===== src/rtl/cordic_sine_sequencer_if.sv =====
// rtl/cordic_sine_sequencer_if.sv - CORDIC request/response and sine result stream bundle
//
// Purpose: groups the two handshakes of the sequencer into one bundle.
// Ports (master = sequencer side):
//   cor_start  out  one-cycle request pulse to the CORDIC core
//   cor_angle  out  angle <int,15>, held from cor_start until cor_valid
//   cor_sine   in   sine result <int,15> from the core
//   cor_valid  in   one-cycle result strobe from the core
//   out_data   out  FIFO head sine sample
//   out_last   out  head is the final sample of the run
//   out_valid  out  FIFO non-empty
//   out_ready  in   consumer accepts the head (pop = out_valid & out_ready)
interface cordic_sine_sequencer_if;
  logic        cor_start;
  logic [31:0] cor_angle;
  logic [31:0] cor_sine;
  logic        cor_valid;
  logic [31:0] out_data;
  logic        out_last;
  logic        out_valid;
  logic        out_ready;

  modport master (
    output cor_start, cor_angle, out_data, out_last, out_valid,
    input  cor_sine, cor_valid, out_ready
  );

  modport slave (
    input  cor_start, cor_angle, out_data, out_last, out_valid,
    output cor_sine, cor_valid, out_ready
  );
endinterface


===== src/rtl/cordic_sine_sequencer.sv =====
// rtl/cordic_sine_sequencer.sv - phase-ramp driver for an iterative CORDIC sine core with result FIFO
//
// Purpose: generates a wrapped phase ramp, issues one CORDIC request per
// sample, waits (with watchdog) for the result and queues it for a
// valid/ready consumer.
// Ports:
//   clk        in   clock, rising edge
//   rst        in   synchronous active-high reset
//   cfg_load   in   latch cfg_step/cfg_count while idle
//   cfg_step   in   phase increment <int,15>, 0..0x3243F
//   cfg_count  in   samples per run (0 makes go a no-op)
//   go         in   start a run from idle
//   abort      in   stop run and flush the FIFO
//   busy       out  run in progress
//   err        out  sticky watchdog timeout flag
//   bus        master side of cordic_sine_sequencer_if (core + result stream)
module cordic_sine_sequencer #(
  parameter int DEPTH   = 4,
  parameter int CNT_W   = 16,
  parameter int TIMEOUT = 64
) (
  input  logic                    clk,
  input  logic                    rst,
  input  logic                    cfg_load,
  input  logic [31:0]             cfg_step,
  input  logic [CNT_W-1:0]        cfg_count,
  input  logic                    go,
  input  logic                    abort,
  output logic                    busy,
  output logic                    err,
  cordic_sine_sequencer_if.master bus
);

  localparam int AW   = $clog2(DEPTH);
  localparam int WD_W = $clog2(TIMEOUT) + 1;
  localparam logic [32:0]      TWO_PI    = 33'h0_0003_243F;
  localparam logic [AW:0]      FIFO_FULL = (AW+1)'(DEPTH);
  localparam logic [WD_W-1:0]  WD_LAST   = WD_W'(TIMEOUT - 1);
  localparam logic [CNT_W-1:0] CNT_ONE   = CNT_W'(1);

  typedef enum logic [1:0] {IDLE, ISSUE, WAIT} state_t;

  state_t           state;
  logic [31:0]      step_reg;
  logic [CNT_W-1:0] count_reg;
  logic [31:0]      phase;
  logic [CNT_W-1:0] remaining;
  logic [WD_W-1:0]  wdog;
  logic             cor_start_r;

  logic [32:0]      mem [DEPTH];
  logic [AW-1:0]    wr_ptr;
  logic [AW-1:0]    rd_ptr;
  logic [AW:0]      fifo_cnt;

  logic             go_ok;
  logic             push;
  logic             pop;
  logic             last_sample;
  logic [32:0]      phase_sum;
  logic [31:0]      phase_next;

  // Phase ramp wraps at 2pi so the core never sees an angle >= 2pi.
  always_comb begin
    phase_sum  = {1'b0, phase} + {1'b0, step_reg};
    phase_next = phase_sum[31:0];
    if (phase_sum >= TWO_PI) begin
      phase_next = 32'(phase_sum - TWO_PI);
    end
  end

  assign go_ok       = (state == IDLE) && go && (count_reg != '0);
  assign last_sample = (remaining == CNT_ONE);
  // abort wins over any FIFO traffic in the same cycle
  assign push        = (state == WAIT) && bus.cor_valid && !abort;
  assign pop         = (fifo_cnt != '0) && bus.out_ready && !abort;

  always_ff @(posedge clk) begin
    if (rst) begin
      state       <= IDLE;
      step_reg    <= '0;
      count_reg   <= '0;
      phase       <= '0;
      remaining   <= '0;
      wdog        <= '0;
      err         <= 1'b0;
      busy        <= 1'b0;
      cor_start_r <= 1'b0;
    end else begin
      cor_start_r <= 1'b0;

      // A load coinciding with an accepted go belongs to the next run, so
      // the run never mixes an old count with a new step.
      if (cfg_load && (state == IDLE) && !go_ok) begin
        step_reg  <= cfg_step;
        count_reg <= cfg_count;
      end

      if (abort) begin
        state <= IDLE;
        busy  <= 1'b0;
      end else begin
        case (state)
          IDLE: begin
            if (go_ok) begin
              state     <= ISSUE;
              phase     <= '0;
              remaining <= count_reg;
              err       <= 1'b0;
              busy      <= 1'b1;
            end
          end

          ISSUE: begin
            // Only issue when the result is guaranteed a FIFO slot.
            if (fifo_cnt < FIFO_FULL) begin
              cor_start_r <= 1'b1;
              wdog        <= '0;
              state       <= WAIT;
            end
          end

          WAIT: begin
            wdog <= wdog + WD_W'(1);
            if (bus.cor_valid) begin
              phase     <= phase_next;
              remaining <= remaining - CNT_ONE;
              if (last_sample) begin
                state <= IDLE;
                busy  <= 1'b0;
              end else begin
                state <= ISSUE;
              end
            end else if (wdog == WD_LAST) begin
              err   <= 1'b1;
              state <= IDLE;
              busy  <= 1'b0;
            end
          end

          default: state <= IDLE;
        endcase
      end
    end
  end

  always_ff @(posedge clk) begin
    if (rst || abort) begin
      wr_ptr   <= '0;
      rd_ptr   <= '0;
      fifo_cnt <= '0;
    end else begin
      if (push) begin
        wr_ptr <= wr_ptr + AW'(1);
      end
      if (pop) begin
        rd_ptr <= rd_ptr + AW'(1);
      end
      case ({push, pop})
        2'b10:   fifo_cnt <= fifo_cnt + (AW+1)'(1);
        2'b01:   fifo_cnt <= fifo_cnt - (AW+1)'(1);
        default: fifo_cnt <= fifo_cnt;
      endcase
    end
  end

  // Storage needs no reset: entries are only visible once counted in.
  always_ff @(posedge clk) begin
    if (push) begin
      mem[wr_ptr] <= {last_sample, bus.cor_sine};
    end
  end

  assign bus.cor_start = cor_start_r;
  assign bus.cor_angle = phase;
  assign bus.out_valid = (fifo_cnt != '0);
  // Gated so the stream reads as zero when empty (including after reset).
  assign bus.out_data  = bus.out_valid ? mem[rd_ptr][31:0] : 32'h0;
  assign bus.out_last  = bus.out_valid & mem[rd_ptr][32];

endmodule


===== src/flat_wrapper.sv =====
// flat-port wrapper written by rule: the top's interface ports become plain ports
module cordic_sine_sequencer_flat 
#(
  parameter int DEPTH   = 4,
  parameter int CNT_W   = 16,
  parameter int TIMEOUT = 64
)
  (clk, rst, cfg_load, cfg_step, cfg_count, go, abort, busy, err, bus_cor_start, bus_cor_angle, bus_out_data, bus_out_last, bus_out_valid, bus_cor_sine, bus_cor_valid, bus_out_ready);
  cordic_sine_sequencer_if bus_i ();
  input  logic clk;
  input  logic rst;
  input  logic cfg_load;
  input  logic [31:0] cfg_step;
  input  logic [CNT_W-1:0] cfg_count;
  input  logic go;
  input  logic abort;
  output logic busy;
  output logic err;
  output wire logic [$bits(bus_i.cor_start)-1:0] bus_cor_start;
  output wire logic [$bits(bus_i.cor_angle)-1:0] bus_cor_angle;
  output wire logic [$bits(bus_i.out_data)-1:0] bus_out_data;
  output wire logic [$bits(bus_i.out_last)-1:0] bus_out_last;
  output wire logic [$bits(bus_i.out_valid)-1:0] bus_out_valid;
  input wire logic [$bits(bus_i.cor_sine)-1:0] bus_cor_sine;
  input wire logic [$bits(bus_i.cor_valid)-1:0] bus_cor_valid;
  input wire logic [$bits(bus_i.out_ready)-1:0] bus_out_ready;
  assign bus_cor_start = bus_i.cor_start;
  assign bus_cor_angle = bus_i.cor_angle;
  assign bus_out_data = bus_i.out_data;
  assign bus_out_last = bus_i.out_last;
  assign bus_out_valid = bus_i.out_valid;
  assign bus_i.cor_sine = bus_cor_sine;
  assign bus_i.cor_valid = bus_cor_valid;
  assign bus_i.out_ready = bus_out_ready;
  cordic_sine_sequencer #(.DEPTH(DEPTH), .CNT_W(CNT_W), .TIMEOUT(TIMEOUT)) u_core (.clk(clk), .rst(rst), .cfg_load(cfg_load), .cfg_step(cfg_step), .cfg_count(cfg_count), .go(go), .abort(abort), .busy(busy), .err(err), .bus(bus_i));
endmodule

===== config.mk =====
export PLATFORM = sky130hd
export DESIGN_NAME = cordic_sine_sequencer_flat
export DESIGN_NICKNAME = d
export VERILOG_FILES = /design/src/rtl/cordic_sine_sequencer_if.sv /design/src/rtl/cordic_sine_sequencer.sv /design/src/flat_wrapper.sv
export SDC_FILE = /design/constraint.sdc
export NUM_CORES = 1
export LEC_CHECK = 0
export CORE_ASPECT_RATIO = 0.75
export CORE_MARGIN = 3
export CORE_UTILIZATION = 35
export DETAILED_ROUTE_END_ITERATION = 8
export HOLD_SLACK_MARGIN = 0.08
export PLACE_DENSITY = 0.62
export SLEW_MARGIN = 20
export SYNTH_ARGS = -nofsm -noshare
export SYNTH_HDL_FRONTEND = slang
export SYNTH_SLANG_ARGS = --single-unit

===== constraint.sdc =====
create_clock -name clk -period 5.15 [get_ports clk]
set_clock_uncertainty 0.2 [all_clocks]
set_input_delay 0.7725 -clock clk [delete_from_list [all_inputs] [get_ports clk]]
set_output_delay 0.7725 -clock clk [all_outputs]
set_load 0.05 [all_outputs]

==> results of run 1 <==
[worst max-delay path, stage by stage (launching register included)]
cell and delay (ps):
dfxtp_1 460, ha_1 400, a21oi_2 280, o21ai_1 110, a221oi_2 450, a21boi_1 170, o31ai_2 500, o221ai_1 220
xnor2_1 540, nor4_2 110, buf_4 230, a2111oi_0 680, a211o_1 180
[stage by stage]
stage	total power, mW	instances	hold WS, ps	instance area (µm²)
global route	4.900	1900	285.9	15820
global placement	2.824	1848	252.1	14950
floorplan	2.620	1250	240.0	12960
detailed placement	2.835	1848	252.9	14950
finish	4.684	1900	261.9	15820
CTS	4.753	1900	261.3	15820
[path summary, 6_finish.rpt]
| check | startpoint | endpoint | cells past startpoint |
|---|---|---|---|
| worst max-delay path | u_core.bus.cor_angle[9]$_SDFFE_PP0P_ | u_core.bus.cor_angle[22]$_SDFFE_PP0P_ | 12 |
| worst min-delay path | u_core.step_reg[22]$_SDFFE_PP0P_ | u_core.step_reg[22]$_SDFFE_PP0P_ | 2 |
| worst max register to register | u_core.bus.cor_angle[9]$_SDFFE_PP0P_ | u_core.bus.cor_angle[22]$_SDFFE_PP0P_ | 12 |
| worst min register to register | u_core.step_reg[22]$_SDFFE_PP0P_ | u_core.step_reg[22]$_SDFFE_PP0P_ | 2 |
[report_power, final]
part	internal, mW	leakage [nW]	switching (mW)
logic	0.232	2.93	0.395
clock network	1.06	0.421	0.832
registers	2.13	2.14	0.0370
[cell families (layout without fill, tap and decap cells)]
| family | count (synthesis) | in the layout | synth area share [%] |
|---|---|---|---|
| flops | 249 | 249 | 48.65 |
| fa+ha+maj | 48 | 48 | 4.749 |
| mux | 37 | 37 | 6.043 |
| xor+xnor | 40 | 40 | 2.761 |
| compound gates | 297 | 297 | 15.81 |
| buf+inv | 97 | 251 | 3.301 |
| simple gates | 482 | 482 | 18.68 |
[layout by cell type (no fill, tap or decap), types with 6 or more instances in the layout]
cell type / count
nand2_1: 169
clkdlybuf4s50_1: 154
edfxtp_1: 132
dfxtp_1: 116
a21oi_1: 101
nor2_1: 76
ha_1: 46
o21ai_0: 45
nand3_1: 43
nor3_1: 41
nor2b_1: 35
mux4_2: 33
clkbuf_16: 28
inv_1: 25
xor2_1: 21
buf_4: 19
xnor2_1: 18
nor4_1: 17
nand4_1: 17
and2_1: 14
a22oi_1: 13
o211ai_1: 12
or3_1: 11
a32oi_1: 9
nand2b_1: 8
a2111oi_0: 8
o21ai_1: 8
o21bai_1: 7
a21o_1: 7
a32o_1: 7
or2_2: 6
o31ai_1: 6
a21oi_2: 6
and4_1: 6
a31oi_1: 6
clkinv_1: 6
[layout make-up]
type,instances,area [µm²],share of cell area [%]
tap,496,620.6,3.922
clock inverter,20,156.4,0.9884
clock buffer,32,715.7,4.523
timing repair buffer,174,1689,10.67
multi-input combinational,904,6241,39.44
sequential,249,6307,39.86
inverter,25,93.84,0.5930
[per-layer routing]
layer	GRT usage [%]	share of wire [%]	up-vias
li1	-	-	4945
met1	27.48	50	4991
met2	24.15	40	381
met3	3.458	7.7	49
met4	4.075	2.1	0
met5	0	0	-
==> metrics.txt, run 1 <==
VDD IR-drop max=229.6 µV; worst setup margin=around 560 ps; Worst-path clk slew=70 ps; layout cells sized above 1=10.04%; routability-driven placement congestion ratio=roughly 0.93; CP Class=reg2reg; Fmax=217.9 MHz; Sink Count=249; die width=roughly 230 µm; I/O Buffers=155; Lkg Pwr=5.492 nW; worst slew pin tran=slightly below 1000 ps; most frequent cell after synthesis=nand2_1; synthesis-stage register bit count=approximately 250; area leader, netlist=edfxtp_1; CTS Buffer Depth=3; initial antenna violation count=0; P&R area growth vs syn=22.09%; Core Rows=60; Global Route Usage Sum=17.40%; minimum clock period=4590 ps; flop2flop setup slack=560 ps; wire per inst=between 15 and 20 µm; Arrival @ worst endpoint=~4900 ps; io pins=156; Core Area=36180 µm²; Post-Synthesis Net Count=around 1400; max reg flops=132; count of maximum capacitance violations=0; Post-Syn Instances=1250; Worst setup SP type=flip-flop; WP data required=5450 ps; worst min path class=reg2reg; synth unique cells=92; Hold Buf Count CTS=0; Synth Cell Area=12960 µm²; sequential area share after synthesis=48.65%; total wire length=35.49 mm; pin count of the biggest net entering global routing=50; max_slew headroom=33.84%; EDFF count, synth=roughly 130; drt via density=approximately 5.5; # resized after CTS=0; Congestion Overflow GR=0; Die ar.=39400 µm²; Worst Setup End Kind=flip-flop; H-tree Lvls=1; Die Ht=172.7 µm; TritonCTS Buffers=28; Finished Core Util=43.73%; top_reg_cell synth=edfxtp_1; most frequent cells after synthesis=nand2_1 (169), edfxtp_1 (132), dfxtp_1 (117), a21oi_1 (101), nor2_1 (77); 1st-iter DRT viols=879; Synth Area per Inst=10.37 µm²; via count=10366; CP max FO=15; Starting Density=35.82%; Setup Viol. Count Final=0; Place WS=684.6 ps; setup_tns=0 ps; RSZ-0062 raised after global routing=false; status=finished, final reports clean; Final Slew Violations=0; crit share post-route=between 80% and 90%; vias in the first global route=9640; Synth warnings=0; drt first pass iters=5; first-pass GRT wire length=between 50 and 60 mm; DR DRC count=0; power density cells=around 300 nW/µm²; Layout Nets=1517; # Post-CTS Setup Buffers=0; Final Hold Fails=0; Filler cells=3505; Routed Antenna Nets=0; Root Driver=clkbuf_16; # diodes=0; HPWL Detailed=24.78 mm; ys async rst share=0%; largest cells by area after synthesis=edfxtp_1 (31%), dfxtp_1 (18%), mux4_2 (5.7%); Worst-Skew Late Latency=570 ps; CTS tree=built; share of Yosys cell area claimed by the top area cell type=30.58%
No activity file was read; power rests on OpenSTA's default activity.
==> run 2: changes to the inputs <==
--- a/config.mk
+++ b/config.mk
@@ -5,6 +5,7 @@
 export SDC_FILE = /design/constraint.sdc
 export NUM_CORES = 1
 export LEC_CHECK = 0
+export ABC_AREA = 0
 export CORE_ASPECT_RATIO = 0.75
 export CORE_MARGIN = 3
 export CORE_UTILIZATION = 35
==> constraint.sdc (replaced) <==
create_clock -name clk -period 5.5 [get_ports clk]
set_clock_uncertainty 0.2 [all_clocks]
set_input_delay 0.825 -clock clk [delete_from_list [all_inputs] [get_ports clk]]
set_output_delay 0.825 -clock clk [all_outputs]
set_load 0.05 [all_outputs]
==> run 2 against run 1 <==
  * Non-clock buffer count fell by 1
  * Global-route usage barely moved
  * First-iteration DRC count rose by 7.2%
  * Fmax fell by 2.3%
  * Critical path type unchanged
  * Critical endpoint is now u_core.bus.cor_angle[0]$_SDFFE_PP0P_
==> metrics.txt, run 2 (synthesis gave the netlist of run 1 again) <==
status=finished, final reports clean; Starting Density=35.82% (unchanged); Arrival @ worst endpoint=4920 ps (+30 ps); Lkg Pwr=5.473 nW (-0.33%); crit share post-route=85.40% (-3.7 points); Core Area=36180 µm² (unchanged); DR DRC count=0 (unchanged); die width=228.2 µm (unchanged); crit-path cells=ha_1 > and3_4 > and3_1 > nand3_2 > a211oi_1 > a21oi_1 > xnor2_1 > or4_4 > a211oi_4 > buf_4 > nand2_2 > a221o_1; most common cell after layout, fill and taps aside=nand2_1; RR Startpoint=u_core.bus.cor_angle[8]$_SDFFE_PP0P_; minimum clock period=4697 ps (+107.2 ps); # diodes=0 (unchanged); # resized after CTS=0 (unchanged); initial antenna violation count=0 (unchanged); vias in the first global route=9769 (+1.3%); total wire length=35.49 mm (about the same); wire per inst=18.71 µm (+0.14%); Worst-path clk slew=70 ps (about the same); min-delay src=u_core.step_reg[31]$_SDFFE_PP0P_; Die ar.=39400 µm² (unchanged); area of placed instances=14940 µm² (about the same); Hold Buf Count CTS=0 (unchanged); setup_tns=0 ps (unchanged); most frequent cells in the layout=nand2_1 (169), clkdlybuf4s50_1 (154), edfxtp_1 (132); Die Ht=172.7 µm (unchanged); HPWL Detailed=24.92 mm (+0.55%); Sink Count=249 (unchanged); flop2flop setup slack=800 ps (+240 ps); CP max FO=15 (unchanged); Congestion Overflow GR=0 (unchanged); Tot Pwr=4.327 mW (-7.6%); Routed Antenna Nets=0 (unchanged); Worst-Skew Late Latency=550 ps (-20 ps); Root Driver=clkbuf_16; Worst Setup End Kind=flip-flop; RSZ-0062 raised after global routing=false; Worst Reg-to-Reg Cells=12 (unchanged); WP data required=5720 ps (+270 ps); Finished Core Util=43.59% (-0.15 points); drt first pass iters=5 (unchanged); Global Route Usage Sum=17.44% (+0.045 points); count of maximum capacitance violations=0 (unchanged); Filler cells=3477 (-0.80%); Final Hold Fails=0 (unchanged); Critical R2R Capture=u_core.bus.cor_angle[0]$_SDFFE_PP0P_; Fmax=212.9 MHz (-2.3%); layout cells sized above 1=9.921% (-0.12 points); Worst setup SP type=flip-flop; # Post-CTS Setup Buffers=0 (unchanged); Largest stage delay, worst path=710 ps (+30 ps); CP Class=reg2reg; Final Slew Violations=0 (unchanged); P&R area growth vs syn=21.68%; Layout Nets=1515 (-0.13%); CTS Buffer Depth=3 (unchanged); Min Hold Slack=260.3 ps (-1.653 ps); 1st-iter DRT viols=942 (+7.2%); drt via density=5.426 (-0.55%); pin count of the biggest net entering global routing=49 (-2.0%); max reg flops=132 (unchanged); worst slew pin tran=1066 ps (+73.90 ps); H-tree Lvls=1 (unchanged); power density cells=274.4 nW/µm² (-7.3%); Worst Hold End=u_core.step_reg[31]$_SDFFE_PP0P_; via count=10293 (-0.70%); routability-driven placement congestion ratio=0.9515 (+2.6%); CTS tree=built; io pins=156 (unchanged); TritonCTS Buffers=27 (-3.6%); VDD IR-drop max=199.4 µV (-13%); worst min path class=reg2reg; worst hold path cell count=2 (unchanged); Core Rows=60 (unchanged); highest-delay cell along the critical path=a211oi_1; first-pass GRT wire length=56.17 mm (+1.5%); Setup Viol. Count Final=0 (unchanged); I/O Buffers=155 (unchanged); final non-filler cell area=15770 µm² (-0.33%); max_slew headroom=28.91% (-4.9 points)
run 2: routing by layer:
layer,vias to the layer above,part of all wire [%],track usage (%)
met4,0,2.0,3.785
met3,44,7.2,3.426
met1,4940,50,27.40
met2,371,41,24.55
met5,-,0,0
li1,4938,-,-
run 2: cell type report:
class | count | area (µm²) | share of cell area (%)
tap | 496 | 620.6 | 3.935
clock inverter | 21 | 143.9 | 0.9123
sequential | 249 | 6307 | 39.99
clock buffer | 29 | 683.2 | 4.332
multi-input combinational | 904 | 6241 | 39.57
timing repair buffer | 173 | 1682 | 10.66
inverter | 25 | 93.84 | 0.5950
run 2: critical path: cells and delay by family (launching register included):
kind	cells	cell delay (ps)
adder cells (fa/ha/maj)	1	520
flip-flops	1	360
AND/OR/NAND/NOR	5	1360
buffers and inverters	1	270
AO/OA/AOI/OAI	4	1590
XOR/XNOR	1	260
run 2: power breakdown:
part           total, mW  switching, mW  internal (mW)  leakage (nW)
clock               1.71          0.756          0.952         0.408
sequential          2.03         0.0357           2.00          2.14
combinational      0.588          0.373          0.215          2.93
total               4.33           1.16           3.16          5.47
run 2: through the flow:
| step | setup WS, ps | instances |
|---|---|---|
| finish | 803.0 | 1897 |
| global route | 496.4 | 1897 |
| CTS | 852.0 | 1897 |
| detailed placement | 886.0 | 1847 |
| global placement | 907.8 | 1847 |
| floorplan | 1129 | 1250 |
run 2: worst max path at each step:
stage	end	slack [ps]	cells past startpoint	startpoint
finish	u_core.bus.cor_angle[0]$_SDFFE_PP0P_	800	12	u_core.bus.cor_angle[8]$_SDFFE_PP0P_
global route	u_core.bus.cor_angle[0]$_SDFFE_PP0P_	500	13	u_core.bus.cor_angle[0]$_SDFFE_PP0P_
CTS	u_core.bus.cor_angle[0]$_SDFFE_PP0P_	850	12	u_core.bus.cor_angle[8]$_SDFFE_PP0P_
detailed placement	u_core.bus.cor_angle[0]$_SDFFE_PP0P_	890	12	u_core.bus.cor_angle[8]$_SDFFE_PP0P_
global placement	u_core.bus.cor_angle[0]$_SDFFE_PP0P_	910	12	u_core.bus.cor_angle[8]$_SDFFE_PP0P_
floorplan	u_core.bus.cor_angle[31]$_SDFFE_PP0P_	1130	14	u_core.bus.cor_angle[0]$_SDFFE_PP0P_
==> run 3: changes to the inputs <==
--- a/config.mk
+++ b/config.mk
@@ -12,7 +12,7 @@
 export DETAILED_ROUTE_END_ITERATION = 8
 export HOLD_SLACK_MARGIN = 0.08
 export PLACE_DENSITY = 0.62
-export SLEW_MARGIN = 20
+export SLEW_MARGIN = 10
 export SYNTH_ARGS = -nofsm -noshare
 export SYNTH_HDL_FRONTEND = slang
 export SYNTH_SLANG_ARGS = --single-unit
==> results of run 3 <==
Same layout as run 2: the final DEF is identical, and so are final timing and power.
